[src/rtl/mac_seq_ctrl.sv]
// Sequencer for a single mul_core MAC unit: computes y = W*x one row at a time,
// streaming node/weight pairs into the core and writing each accumulation to result memory.
module mac_seq_ctrl #(
  parameter int unsigned IN_DATA_WIDTH = 8,
  parameter int unsigned ADDR_WIDTH    = 10,
  parameter int unsigned CNT_WIDTH     = 8
) (
  input  logic                       clk,
  input  logic                       reset_n,
  input  logic                       i_start,
  input  logic [CNT_WIDTH-1:0]       i_num_k,
  input  logic [CNT_WIDTH-1:0]       i_num_m,
  output logic                       o_idle,
  output logic                       o_running,
  output logic                       o_done,
  output logic                       o_node_ce,
  output logic [ADDR_WIDTH-1:0]      o_node_addr,
  output logic                       o_wegt_ce,
  output logic [ADDR_WIDTH-1:0]      o_wegt_addr,
  input  logic [IN_DATA_WIDTH-1:0]   i_node_data,
  input  logic [IN_DATA_WIDTH-1:0]   i_wegt_data,
  output logic                       o_core_run,
  output logic                       o_core_valid,
  output logic [IN_DATA_WIDTH-1:0]   o_core_node,
  output logic [IN_DATA_WIDTH-1:0]   o_core_wegt,
  input  logic                       i_core_valid,
  input  logic [4*IN_DATA_WIDTH-1:0] i_core_result,
  output logic                       o_res_we,
  output logic [CNT_WIDTH-1:0]       o_res_addr,
  output logic [4*IN_DATA_WIDTH-1:0] o_res_data
);

  localparam int unsigned ResWidth = 4 * IN_DATA_WIDTH;

  typedef enum logic [2:0] {
    StIdle,
    StClear,
    StIssue,
    StWait,
    StWrite,
    StDone
  } state_e;

  state_e                state_q, state_d;
  logic [CNT_WIDTH-1:0]  num_k_q, num_k_d;
  logic [CNT_WIDTH-1:0]  num_m_q, num_m_d;
  logic [CNT_WIDTH-1:0]  k_q, k_d;
  logic [CNT_WIDTH-1:0]  vcnt_q, vcnt_d;
  logic [CNT_WIDTH-1:0]  m_q, m_d;
  logic [ADDR_WIDTH-1:0] ptr_q, ptr_d;
  logic [ResWidth-1:0]   result_q, result_d;
  logic                  core_valid_q;

  logic ce;
  logic res_we;
  logic last_valid;

  // The K-th returned valid; num_k_q is nonzero whenever this is consulted.
  assign last_valid = i_core_valid && (vcnt_q == num_k_q - CNT_WIDTH'(1));

  always_comb begin
    state_d    = state_q;
    num_k_d    = num_k_q;
    num_m_d    = num_m_q;
    k_d        = k_q;
    m_d        = m_q;
    ptr_d      = ptr_q;
    result_d   = result_q;
    vcnt_d     = i_core_valid ? vcnt_q + CNT_WIDTH'(1) : vcnt_q;
    ce         = 1'b0;
    res_we     = 1'b0;
    o_core_run = 1'b0;
    o_done     = 1'b0;

    unique case (state_q)
      StIdle: begin
        if (i_start) begin
          num_k_d = i_num_k;
          num_m_d = i_num_m;
          m_d     = '0;
          ptr_d   = '0;
          state_d = StClear;
        end
      end
      StClear: begin
        o_core_run = 1'b1;
        k_d        = '0;
        vcnt_d     = '0;
        state_d    = (num_k_q == '0 || num_m_q == '0) ? StDone : StIssue;
      end
      StIssue: begin
        ce    = 1'b1;
        k_d   = k_q + CNT_WIDTH'(1);
        ptr_d = ptr_q + ADDR_WIDTH'(1);
        if (k_q == num_k_q - CNT_WIDTH'(1)) begin
          state_d = StWait;
        end
      end
      StWait: begin
        if (last_valid) begin
          result_d = i_core_result;
          state_d  = StWrite;
        end
      end
      StWrite: begin
        res_we = 1'b1;
        if (m_q == num_m_q - CNT_WIDTH'(1)) begin
          state_d = StDone;
        end else begin
          m_d     = m_q + CNT_WIDTH'(1);
          state_d = StClear;
        end
      end
      StDone: begin
        o_done  = 1'b1;
        state_d = StIdle;
      end
      default: state_d = StIdle;
    endcase
  end

  always_ff @(posedge clk or negedge reset_n) begin
    if (!reset_n) begin
      state_q      <= StIdle;
      num_k_q      <= '0;
      num_m_q      <= '0;
      k_q          <= '0;
      vcnt_q       <= '0;
      m_q          <= '0;
      ptr_q        <= '0;
      result_q     <= '0;
      core_valid_q <= 1'b0;
    end else begin
      state_q      <= state_d;
      num_k_q      <= num_k_d;
      num_m_q      <= num_m_d;
      k_q          <= k_d;
      vcnt_q       <= vcnt_d;
      m_q          <= m_d;
      ptr_q        <= ptr_d;
      result_q     <= result_d;
      core_valid_q <= ce;
    end
  end

  assign o_idle       = (state_q == StIdle);
  assign o_running    = ~o_idle;
  assign o_node_ce    = ce;
  assign o_wegt_ce    = ce;
  assign o_node_addr  = ce ? ADDR_WIDTH'(k_q) : '0;
  assign o_wegt_addr  = ce ? ptr_q : '0;
  assign o_core_valid = core_valid_q;
  // Operands are gated so the core inputs read zero outside valid beats.
  assign o_core_node  = core_valid_q ? i_node_data : '0;
  assign o_core_wegt  = core_valid_q ? i_wegt_data : '0;
  assign o_res_we     = res_we;
  assign o_res_addr   = res_we ? m_q : '0;
  assign o_res_data   = result_q;

endmodule

[config.mk]
export PLATFORM = sky130hd
export DESIGN_NAME = mac_seq_ctrl
export DESIGN_NICKNAME = d
export VERILOG_FILES = /design/src/rtl/mac_seq_ctrl.sv
export SDC_FILE = /design/constraint.sdc
export NUM_CORES = 1
export LEC_CHECK = 0
export CORE_AREA = 2 2 119 121
export DETAILED_ROUTE_END_ITERATION = 12
export DIE_AREA = 0 0 121 123
export GPL_TIMING_DRIVEN = 1
export SLEW_MARGIN = 20
export SYNTH_ARGS = -nofsm -noshare
export SYNTH_HDL_FRONTEND = slang
export SYNTH_SLANG_ARGS = --single-unit
export TNS_END_PERCENT = 20
[constraint.sdc]
create_clock -name clk -period 6.65 [get_ports clk]
set_input_delay 1.6625 -clock clk [delete_from_list [all_inputs] [get_ports clk]]
set_output_delay 1.6625 -clock clk [all_outputs]
set_load 0.01 [all_outputs]
==> key figures <==
Status
  – Status: complete, no violations

Power and ir drop
  – Part of the power in registers: 46.3%
  – Power per Cell Area: approximately 210 nW/µm²
  – PnR Total Power: about 1.4 mW
  – P_sw: 377.1 µW
  – Worst vdd ir: ~130 µV
  – Clock power share: between 30 and 40%
  – P_int: approximately 1 mW
  – P_leak: ~3.0 nW
  – Comb pwr share: ~15%
  – Net Sw Frac: 27.03%

Clock tree
  – Clock sink total: 86
  – Cts hold-fix bufs: 0
  – Cells resized by post-CTS repair: 0
  – Clock buffer depth: 2
  – H-tree levels: 3
  – Reg clk slew, reported paths: 0.07 ns
  – Number of buffers created by CTS: 9
  – Clock latency on the worst-skew pair: roughly 0.35 ns
  – Root cell of the clock tree: clkbuf_16
  – CTS tree: built
  – Setup bufs post-CTS: 0

STA
  – Final Cycle Share: slightly above 70%
  – Setup TNS: 0 ns
  – Pins Over Slew Limit: 0
  – Final min period: slightly below 5 ns
  – Setup ws final: roughly 1.8 ns
  – Least-Margin Pin Slew: 1.080 ns
  – Slew margin rel.: between 20% and 30%
  – F_max: a little over 200 MHz
  – Final Hold Vio Count: 0
  – Setup violators final: 0
  – Clock skew: just under 0.008 ns
  – RSZ-0062 raised after global routing: no

Finish
  – Most frequent cells in the layout: clkdlybuf4s50_1, dfrtp_1, and2_1
  – Layout Nets: 655
  – Commonest non-fill, non-tap cell in the layout: clkdlybuf4s50_1
  – # diodes: 0
  – Layout cell share with drive strength beyond 1: roughly 13%
  – # fillers: ~1200
  – Area Growth Syn to Fin: 38.91%

Synthesis
  – Syn Area/Cell: roughly 11 µm²
  – Async S/R FF share, synth: 100.0%
  – Yosys cell types: 54
  – Synth Register Bits: 86
  – Mapped Cells: roughly 450
  – Most used DFF post-synth: dfrtp_1
  – Post-synthesis cell area: between 4000 and 5000 µm²
  – Sequential area share after synthesis: approximately 45%
  – Yosys warnings: 0
  – Number of flops mapped to enable cells by yosys: 0

Global routing
  – Initial antenna violation count: 0
  – Largest net degree at the start of global routing: between 50 and 60
  – Total GRT Usage: around 16%
  – GRT overflow: 0
  – First-pass GRT wire length: around 18 mm
  – Vias in the first global route: roughly 3600

Critical path
  – Setup Crit Path Kind: reg2out
  – CP Data Required Time: approximately 5 ns
  – Critical path capture point type: output pin
  – CP Launch Type: register
  – Crit path DAT: between 3 and 4 ns
  – Worst reg2reg setup slack: around 3.5 ns
  – Max FO, Critical Path: 34

Route
  – DRT Wirelength: approximately 11 mm
  – Vias per inst: slightly below 5
  – WL per Instance: between 10 and 15 µm
  – Antenna-violating nets left: 0
  – 1st-iter DRT viols: roughly 250
  – DRC: 0
  – DRT Pass-1 Iters: 4
  – Vias: about 3800

Run
  – Max cap viols: 0

Place
  – Routability cong.: 0.7845
  – Buffers on Ports: ~150
  – Worst slack, placed: 2.189 ns
  – Detailed placement HPWL: between 8 and 9 mm

Floorplanning
  – Die Width: about 120 µm
  – Placeable Area: about 14000 µm²
  – Starting Density: 35.30%
  – Die ar.: about 15000 µm²
  – IO Count: between 150 and 200
  – Row count: 43
  – Height of the die: 123 µm

Min path
  – Worst hold path class: reg2reg
-- cell usage after synthesis (all sizes together) (2+ instances only) --
| master | number | area [µm²] |
|---|---|---|
| dfrtp | 86 | 2152 |
| mux2 | 48 | 653.1 |
| and2 | 35 | 219.0 |
| nand2 | 28 | 105.1 |
| nor2 | 26 | 97.59 |
| o21ai | 26 | 130.1 |
| xnor2 | 18 | 157.7 |
| xor2 | 17 | 148.9 |
| and3 | 14 | 87.58 |
| buf | 14 | 130.1 |
| clkbuf | 13 | 48.80 |
| inv | 12 | 45.04 |
| a21oi | 11 | 55.05 |
| nand3 | 10 | 50.05 |
| nand4 | 9 | 56.30 |
| nor3 | 8 | 50.05 |
| ha | 7 | 87.58 |
| mux2i | 7 | 70.07 |
| nor4 | 5 | 52.55 |
| a31oi | 4 | 25.02 |
| nor2b | 4 | 25.02 |
| nor3b | 4 | 30.03 |
| o31ai | 4 | 30.03 |
| or3 | 4 | 25.02 |
| nand2b | 3 | 18.77 |
| nand3b | 3 | 22.52 |
| o211ai | 3 | 22.52 |
| a21boi | 2 | 15.01 |
| a32oi | 2 | 17.52 |
| nand4b | 2 | 17.52 |
| xnor3 | 2 | 45.04 |
-- final timing paths --
| kind | from | to | cells after the start |
|---|---|---|---|
| max | state_q[2]$_DFFE_PN0P_ | o_wegt_addr[5] | 4 |
| min | ptr_q[8]$_DFFE_PN0P_ | ptr_q[8]$_DFFE_PN0P_ | 1 |
| max reg2reg | num_k_q[0]$_DFFE_PN0P_ | o_res_data[0]$_DFFE_PN0P_ | 8 |
| min reg2reg | ptr_q[8]$_DFFE_PN0P_ | ptr_q[8]$_DFFE_PN0P_ | 1 |
| max in group asynchronous | reset_n | o_res_data[0]$_DFFE_PN0P_ | 2 |
| min in group asynchronous | reset_n | num_m_q[4]$_DFFE_PN0P_ | 1 |
-- state kept, by name (all words and copies together), names as in the netlist --
signal,flops
o_res_data,32
k_q,8
state_q,3
o_core_valid,1
num_k_q,8
ptr_q,10
num_m_q,8
m_q,8
vcnt_q,8
-- per-stage QoR --
stage	instances	util (%)	hold WS [ns]	area, µm²
final	765	49.03	0.4907	6674
after global routing	765	49.03	0.5231	6674
after CTS	765	48.98	0.4913	6666
after detailed placement	749	46.66	0.4817	6351
after floorplan	446	-	0.4484	4808
after global placement	749	46.66	0.4742	6351
-- routing by layer --
layer,part of all wire [%],track usage [%],up-vias
met5,0,0,-
met4,1.3,5.305,0
li1,-,-,1820
met2,47,25.46,104
met3,5.2,4.105,11
met1,46,20.25,1847
-- logic make-up (layout without fill, tap and decap cells) --
group,count (synthesis),count (layout),synth area share [%]
simple gates,162,162,19.04
flops,86,86,44.79
compound gates,58,58,7.240
mux,55,55,15.05
buf+inv,39,178,4.661
xor+xnor,37,37,7.318
fa+ha+maj,7,7,1.823
other cells,1,2,0.07805
-- layout make-up --
type                            instances  area (µm²)  area share [%]
Clock buffer                           10       229.0           3.431
Clock inverter                          6       86.33           1.294
Inverter                               12       45.04          0.6749
Multi-Input combinational cell        321        2440           36.56
Sequential cell                        86        2152           32.25
Tap cell                              180       225.2           3.375
Timing Repair Buffer                  150        1496           22.42
-- power groups by stage --
| stage | Combinational, mW | Clock (mW) | Sequential, mW |
|---|---|---|---|
| final | 0.210 | 0.539 | 0.646 |
| after global routing | 0.245 | 0.575 | 0.656 |
| after CTS | 0.214 | 0.558 | 0.646 |
| after detailed placement | 0.212 | 0 | 0.656 |
| after global placement | 0.206 | 0 | 0.654 |
| after floorplan | 0.140 | 0 | 0.636 |
-- worst max-delay path: stages, from the launching register on --
cell and delay [ns]:
dfrtp_1 0.54, or3b_2 0.71, inv_1 0.76, and2_1 0.23
clkdlybuf4s50_1 0.55
No activity file was read; power rests on OpenSTA's default activity.
